[src/rtl/sync_edge_pkg.sv]
// rtl/sync_edge_pkg.sv - shared types and sizing helper for the sync_edge_filter block
package sync_edge_pkg;

    // Per-channel edge selection, two bits per channel on edge_mode.
    typedef enum logic [1:0] {
        EDGE_OFF  = 2'b00,
        EDGE_RISE = 2'b01,
        EDGE_FALL = 2'b10,
        EDGE_BOTH = 2'b11
    } edge_mode_e;

    // Filter counter width: $clog2(filt_cycles), never narrower than one bit.
    function automatic int cnt_width(input int filt_cycles);
        return (filt_cycles > 1) ? $clog2(filt_cycles) : 1;
    endfunction

endpackage

[src/rtl/sync_edge_ch.sv]
// rtl/sync_edge_ch.sv - one channel: synchroniser, glitch filter and edge pulses
//
// Ports:
//   clk, rst_n   system clock, asynchronous active-low reset
//   sig_in       asynchronous raw input
//   edge_mode    edge selection for edge_pulse (edge_mode_e encoding)
//   level        filtered, synchronised level
//   rise_pulse   one-cycle pulse on an accepted 0->1
//   fall_pulse   one-cycle pulse on an accepted 1->0
//   edge_pulse   one-cycle pulse on an accepted edge selected by edge_mode
module sync_edge_ch
    import sync_edge_pkg::*;
#(
    parameter int   SYNC_STAGES = 2,
    parameter int   FILT_CYCLES = 4,
    parameter logic RESET_LEVEL = 1'b1
) (
    input  logic       clk,
    input  logic       rst_n,
    input  logic       sig_in,
    input  logic [1:0] edge_mode,
    output logic       level,
    output logic       rise_pulse,
    output logic       fall_pulse,
    output logic       edge_pulse
);

    localparam int            CW       = cnt_width(FILT_CYCLES);
    localparam logic [CW-1:0] CNT_LAST = CW'(FILT_CYCLES - 1);

    logic [SYNC_STAGES-1:0] sync_q;
    logic                   sync_out;
    logic [CW-1:0]          cnt_q;
    logic                   accept;
    logic                   rise_nxt;
    logic                   fall_nxt;
    logic                   edge_nxt;
    edge_mode_e             mode;

    always_ff @(posedge clk or negedge rst_n) begin
        if (!rst_n) begin
            sync_q <= {SYNC_STAGES{RESET_LEVEL}};
        end else begin
            sync_q <= {sync_q[SYNC_STAGES-2:0], sig_in};
        end
    end

    assign sync_out = sync_q[SYNC_STAGES-1];

    // A new level is accepted on the edge where it has already been seen
    // FILT_CYCLES-1 times in a row and is seen once more.
    assign accept   = (sync_out != level) && (cnt_q == CNT_LAST);
    assign mode     = edge_mode_e'(edge_mode);
    assign rise_nxt = accept & sync_out;
    assign fall_nxt = accept & ~sync_out;
    assign edge_nxt = (rise_nxt & ((mode == EDGE_RISE) || (mode == EDGE_BOTH))) |
                      (fall_nxt & ((mode == EDGE_FALL) || (mode == EDGE_BOTH)));

    // Any return to the current level throws away a partial count, so a
    // glitch shorter than FILT_CYCLES never moves the level.
    always_ff @(posedge clk or negedge rst_n) begin
        if (!rst_n) begin
            level <= RESET_LEVEL;
            cnt_q <= '0;
        end else if (sync_out == level) begin
            cnt_q <= '0;
        end else if (cnt_q == CNT_LAST) begin
            level <= sync_out;
            cnt_q <= '0;
        end else begin
            cnt_q <= cnt_q + 1'b1;
        end
    end

    // Loaded every cycle, so each pulse lasts exactly one cycle.
    always_ff @(posedge clk or negedge rst_n) begin
        if (!rst_n) begin
            rise_pulse <= 1'b0;
            fall_pulse <= 1'b0;
            edge_pulse <= 1'b0;
        end else begin
            rise_pulse <= rise_nxt;
            fall_pulse <= fall_nxt;
            edge_pulse <= edge_nxt;
        end
    end

endmodule

[src/rtl/sync_edge_filter.sv]
// rtl/sync_edge_filter.sv - multi-channel synchronising glitch filter with edge pulses
//
// Optional sticky flags are built when SYNC_EDGE_STICKY_EN is defined; otherwise
// edge_flag is tied to 0 and flag_clr is ignored.
//
// Ports:
//   clk, rst_n   system clock, asynchronous active-low reset
//   sig_in       [CH]   asynchronous raw inputs
//   edge_mode    [2*CH] per-channel mode, bits [2i+1:2i]
//   level_out    [CH]   filtered, synchronised levels
//   rise_pulse   [CH]   one-cycle pulse on accepted 0->1
//   fall_pulse   [CH]   one-cycle pulse on accepted 1->0
//   edge_pulse   [CH]   one-cycle pulse on accepted edge matching edge_mode
//   flag_clr     [CH]   sticky flag clear
//   edge_flag    [CH]   sticky edge flag
module sync_edge_filter
    import sync_edge_pkg::*;
#(
    parameter int   CH          = 4,
    parameter int   SYNC_STAGES = 2,
    parameter int   FILT_CYCLES = 4,
    parameter logic RESET_LEVEL = 1'b1
) (
    input  logic            clk,
    input  logic            rst_n,
    input  logic [CH-1:0]   sig_in,
    input  logic [2*CH-1:0] edge_mode,
    output logic [CH-1:0]   level_out,
    output logic [CH-1:0]   rise_pulse,
    output logic [CH-1:0]   fall_pulse,
    output logic [CH-1:0]   edge_pulse,
    input  logic [CH-1:0]   flag_clr,
    output logic [CH-1:0]   edge_flag
);

    for (genvar i = 0; i < CH; i++) begin : g_ch
        sync_edge_ch #(
            .SYNC_STAGES (SYNC_STAGES),
            .FILT_CYCLES (FILT_CYCLES),
            .RESET_LEVEL (RESET_LEVEL)
        ) u_ch (
            .clk        (clk),
            .rst_n      (rst_n),
            .sig_in     (sig_in[i]),
            .edge_mode  (edge_mode[2*i +: 2]),
            .level      (level_out[i]),
            .rise_pulse (rise_pulse[i]),
            .fall_pulse (fall_pulse[i]),
            .edge_pulse (edge_pulse[i])
        );
    end

`ifdef SYNC_EDGE_STICKY_EN
    // Set has priority over clear so an edge arriving with a clear is not lost.
    always_ff @(posedge clk or negedge rst_n) begin
        if (!rst_n) begin
            edge_flag <= '0;
        end else begin
            edge_flag <= edge_pulse | (edge_flag & ~flag_clr);
        end
    end
`else
    logic unused_flag_clr;
    assign unused_flag_clr = ^flag_clr;
    assign edge_flag       = '0;
`endif

endmodule
[config.mk]
export PLATFORM = sky130hd
export DESIGN_NAME = sync_edge_filter
export DESIGN_NICKNAME = d
export VERILOG_FILES = /design/src/rtl/sync_edge_pkg.sv /design/src/rtl/sync_edge_ch.sv /design/src/rtl/sync_edge_filter.sv
export SDC_FILE = /design/constraint.sdc
export NUM_CORES = 1
export LEC_CHECK = 0
export ABC_AREA = 1
export BUFFER_PORTS_ARGS = -buffer_cell sky130_fd_sc_hd__buf_4
export CAP_MARGIN = 20
export CORE_UTILIZATION = 25
export DETAILED_ROUTE_END_ITERATION = 10
export REMOVE_ABC_BUFFERS = 1
export SKIP_CTS_REPAIR_TIMING = 1
export SLEW_MARGIN = 20
export SYNTH_ARGS = -nofsm -noshare
export SYNTH_HDL_FRONTEND = slang
export SYNTH_SLANG_ARGS = --single-unit
[constraint.sdc]
create_clock -name clk -period 1.3 [get_ports clk]
set_clock_uncertainty 0.2 [all_clocks]
set_input_delay 0.13 -clock clk [delete_from_list [all_inputs] [get_ports clk]]
set_output_delay 0.13 -clock clk [all_outputs]
set_load 0.02 [all_outputs]
# [Word-level counts from Yosys, hierarchy flattened]
# Index checks and enable logic that the tools add are counted.
[totals] reg_bits=32 inputBits=18 out_inout_bits=20 wordCells=104
[op_classes] addsub=4 eq_ne=24 mux=8 bitwise=28 reduce_logical=16
[op_table] op="$eq 2x2->1 const B" count=12
[op_table] op="$and 1x1->1" count=16
[op_table] op="$mux 2" count=8
[op_table] op="$add 2x1->2 const B" count=4
[op_table] op="$eq 2x1->1 const B" count=4
[op_table] op="$logic_or 1x1->1" count=8
[op_table] op="$not 1->1" count=8
[op_table] op="$reduce_and 2->1" count=4
[op_table] op="$eq 1x1->1" count=4
[op_table] op="$logic_and 1x1->1" count=4
[op_table] op="$ne 1x1->1" count=4
[op_table] op="$or 1x1->1" count=4

# [Depth between registers and ports, before layout]
[depth] depth_word=5 ltp_mapped=4 depth_no_buf=4

# [By module]
# A second synthesis with hierarchy kept.
[hier_totals] hier_cells=109 area_unflattened_um2=1199.9
[modules_own_cells] mod="sync_edge_ch" n_inst=4 cells_per_inst=26 area_each_um2=291.5 seq_area_each_um2=203.9
[modules_own_cells] mod="sync_edge_filter" n_inst=1 cells_per_inst=5 area_each_um2=33.8 seq_area_each_um2=0.0

# [Worst setup path before layout]
# Ideal clock, no wire load.
[synth_path] kind="flip-flop to flip-flop" start="register g_ch[0].u_ch.cnt_q[0]" end="register g_ch[0].u_ch.cnt_q[0]" setup_ps=71 t_arrival_ps=897 t_required_ps=1029 slack_ps=132 path_stages_with_launch=4 path_buffers=0 period_less_slack_ps=1168 cell_sequence="dfrtp_1 -> ha_1 -> or2_0 -> nor2_1"
[synth_via] elab_chain_len=3 elab_cells_between_ends=4 classes_between="add/sub (1); eq/ne (1); mux (2)"
[synth_lines] item="from (decl)" line="sync_edge_ch.sv:33" text="logic [CW-1:0] cnt_q;"
[synth_lines] item="from (signal assigned)" line="sync_edge_ch.sv:71" text="cnt_q <= cnt_q + 1'b1;"
[synth_lines] item="$add 2x1->2 or $eq 2x2->1 (tied branches)" line="sync_edge_ch.sv:71, sync_edge_ch.sv:67"
[synth_lines] item="$mux 2 *" line="sync_edge_ch.sv:67" text="end else if (cnt_q == CNT_LAST) begin"
[synth_lines] item="$mux 2 *" line="sync_edge_ch.sv:65" text="end else if (sync_out == level) begin"
# Mark *: on every way between the ends. The rest lies on a longest branch, timed or not.
# A chain may end at the register's enable or synchronous reset.

# [Worst setup path after layout]
[layout_path] start="register g_ch[0].u_ch.level" end="output port level_out[0]"
[layout_rtl] item="from (decl)" line="sync_edge_ch.sv:22" text="output logic level,"
[layout_rtl] item="from (signal assigned)" line="sync_edge_ch.sv:68" text="level <= sync_out;"
[layout_rtl] item="to (decl)" line="sync_edge_filter.sv:28" text="output logic [CH-1:0] level_out,"
# No word-level cell between the ends.

==> qor.log <==
qor: floorplan.core 5070 sq um
qor: setup_path.r2r_end g_ch[0].u_ch.cnt_q[0]
qor: power.clock_power_share 22.6%
qor: power.power_frac_seq 47.8%
qor: clock_network.tritoncts_clock_tree yes
qor: logic_synthesis.synthesized_flop_and_latch_total 32
qor: finish.nets 182
qor: timing.rsz_0062_raised_after_global_routing yes
qor: logic_synthesis.synth_cell_types 16
qor: detailed_routing.vias 851
qor: clock_network.clock_tree.htree_level_count 2
qor: finish.most_frequent_standard_cell_in_the_layout_excluding_fill_and_tap_cells buf_4
qor: global_route.wire_length_of_the_first_global_routing_pass 3070 um
qor: placed_design.placed_cell_area 1480 sq um
qor: global_route.grtUsageTotal 7.66%
qor: floorplan.die_area 5550 sq um
qor: global_route.grt_max_degree 33
qor: setup_path.timing.critical_path.required 0.97 ns
qor: run.maxCapViolations 0
qor: power.switching_share 30.5%
qor: power.cellLeakagePower 0.862 nW
qor: setup_path.crit_slowest_cell dfstp_2
qor: timing.fin_worst_hold_slack 0.142 ns
qor: timing.setup_viol 0
qor: finish.postLayoutCellArea 1720 sq um
qor: finish.layout_common_cells buf_4 (29), nand2_1 (20), dfrtp_1 (20)
qor: logic_synthesis.seq_area_frac_synth 62.0%
qor: logic_synthesis.synth_cells 125
qor: clock_network.cts_inserted_buffers 5
qor: setup_path.timing.critical_path.max_delay_family flip-flops
qor: timing.tmin_final 1.30 ns
qor: outcome.run_status finished clean
qor: placed_design.io_buffer_count 29
qor: timing.period_share 99.8%
qor: global_route.antenna_found_initial 0
qor: finish.num_antenna_cells 0
qor: power.netSwitchingPower 0.000867 W
qor: floorplan.floorplan.initialDensity 25.9%
qor: floorplan.die_width 74.5 um
qor: clock_network.clk_latency 0.26 ns
qor: setup_path.end_kind output port
qor: finish.layoutNonFillerInstCount 228
qor: power.pwr_density_cell 1650 nW/um^2
qor: global_route.number_of_global_route_vias_before_repair 732
qor: clock_network.cts-root-buf clkbuf_8
qor: detailed_routing.wl_per_cell 8.90 um
qor: detailed_routing.antenna_violating_nets_post_route 0
qor: floorplan.boundaryPins 38
qor: logic_synthesis.syn_avg_cell_area 10.5 sq um
qor: global_route.grt_overflow 0
qor: detailed_routing.detailedRoute.firstPassIterationCount 3
qor: setup_path.kind_of_start_point_of_the_critical_path flip-flop
qor: setup_path.criticalPathCategory reg -> out
qor: placed_design.gp_congestion 0.753
qor: detailed_routing.post-route-drc-count 0
qor: finish.layout-drive-gt1-share 33.5%
qor: setup_path.critical_path.n_buffers_inverters 1
qor: min_path.min-delay-path-class in -> async
qor: logic_synthesis.synth-warning-count 0
qor: clock_network.clock_sink_count 32
qor: setup_path.critical-path-max-stage-delay 0.58 ns
qor: setup_path.reg2reg_setup_slack 0.07 ns
qor: timing.final-max-slew-violation-count 0
qor: placed_design.placement.setup.worst_slack 0.0708 ns
qor: detailed_routing.detailedRoute.firstIterationViolations 24
qor: clock_network.clockBufferDepth 2
qor: setup_path.critical_path.max_fanout 4
qor: setup_path.cp.arrival 0.97 ns
qor: finish.syn2layout_area_growth 30.7%
qor: timing.worst_slack 0.00215 ns
qor: placed_design.dp.final_hpwl 1360 um
qor: setup_path.rr_worst_depth 5
qor: power.comb_power_share 29.6%
qor: floorplan.floorplan.rows 26
qor: setup_path.crit-reg2reg-launch g_ch[0].u_ch.level
qor: timing.fmaxAchievable 771 MHz
qor: timing.number_of_hold_slack_violations_in_the_final_timing_report 0
qor: clock_network.worst_setup_hold_path_clk_slew 0.06 ns
qor: power.cell_internal_pwr 0.00197 W
qor: setup_path.critical_path.cell_chain buf_6
qor: placed_design.dpl.cell_count 207
qor: logic_synthesis.synthesis.area 1320 sq um
qor: floorplan.floorplan.die.height 74.5 um
qor: detailed_routing.via_per_inst 3.73
qor: power.finalPower 0.00284 W
qor: power.worst_ir_drop_vdd 576 uV
qor: detailed_routing.postRouteWirelength 2030 um
==> power by group through the flow <==
stage	logic [W]	clock network, W	registers (W)
after global placement	0.000702	0	0.00137
after detailed placement	0.000717	0	0.00138
after global routing	0.000956	0.000720	0.00138
final	0.000842	0.000642	0.00136
after floorplan	0.000365	0	0.00146
after CTS	0.000720	0.000682	0.00136
==> through the flow <==
step | util, % | setup TNS [ns]
6_report | 33.9 | 0
3_5_place_dp | 29.2 | 0
4_1_cts | 30.5 | -0.0624
3_3_place_gp | 29.2 | 0
5_1_grt | 33.9 | -0.0755
2_1_floorplan | - | 0
==> cell type report <==
type / count / area (sq um)
timing repair buffer: 45 / 382
tap: 70 / 87.6
clock buffer: 5 / 68.8
inverter: 18 / 67.6
multi-input combinational: 58 / 298
sequential: 32 / 816
fill: 546 / 3360
==> routing by layer <==
layer  wire length (um)  global-route usage [%]  vias up
met5                  0                       0        -
met1                912                    9.51      396
met4                  0                    3.14        0
met3                117                    3.66        0
li1                   -                       -      431
met2               1000                    11.4       24
==> worst max-delay path by stage <==
stage,startpoint,to,slack [ns],depth (start not counted)
after floorplan,g_ch[0].u_ch.cnt_q[0],g_ch[0].u_ch.cnt_q[0],0.13,3
after global placement,g_ch[0].u_ch.cnt_q[0],g_ch[0].u_ch.cnt_q[0],0.09,3
after detailed placement,g_ch[0].u_ch.cnt_q[0],g_ch[0].u_ch.cnt_q[0],0.07,3
after CTS,g_ch[0].u_ch.level,level_out[0],-0.04,1
after global routing,g_ch[0].u_ch.level,level_out[0],-0.04,1
final,g_ch[0].u_ch.level,level_out[0],0.002,1
==> sequential cells by signal, indices dropped and copies added (netlist names) <==
| signal | flops |
|---|---|
| g_ch.u_ch.cnt_q | 8 |
| g_ch.u_ch.rise_pulse | 4 |
| g_ch.u_ch.edge_pulse | 4 |
| g_ch.u_ch.fall_pulse | 4 |
| g_ch.u_ch.sync_q | 8 |
| g_ch.u_ch.level | 4 |
==> synth_stat cells <==
| master | count | area (sq um) |
|---|---|---|
| nand2_1 | 20 | 75.1 |
| nor3_1 | 4 | 20.0 |
| dfstp_2 | 12 | 315 |
| inv_2 | 2 | 7.51 |
| ha_1 | 4 | 50.1 |
| conb_1 | 1 | 3.75 |
| dfrtp_1 | 20 | 500 |
| a21oi_1 | 4 | 20.0 |
| nor2_1 | 8 | 30.0 |
| o21ai_0 | 2 | 10.0 |
| or2_1 | 1 | 6.26 |
| nand4_1 | 8 | 50.1 |
| buf_4 | 20 | 150 |
| or2_0 | 1 | 6.26 |
| inv_1 | 16 | 60.1 |
| o21ai_1 | 2 | 10.0 |
==> kinds of logic after synthesis <==
| group | share of synthesized area, % |
|---|---|
| other cells | 0.285 |
| flops | 62.0 |
| buf+inv | 16.6 |
| fa+ha+maj | 3.81 |
| compound gates | 3.04 |
| simple gates | 14.3 |
Note: power is estimated with default switching activity, not from simulation.
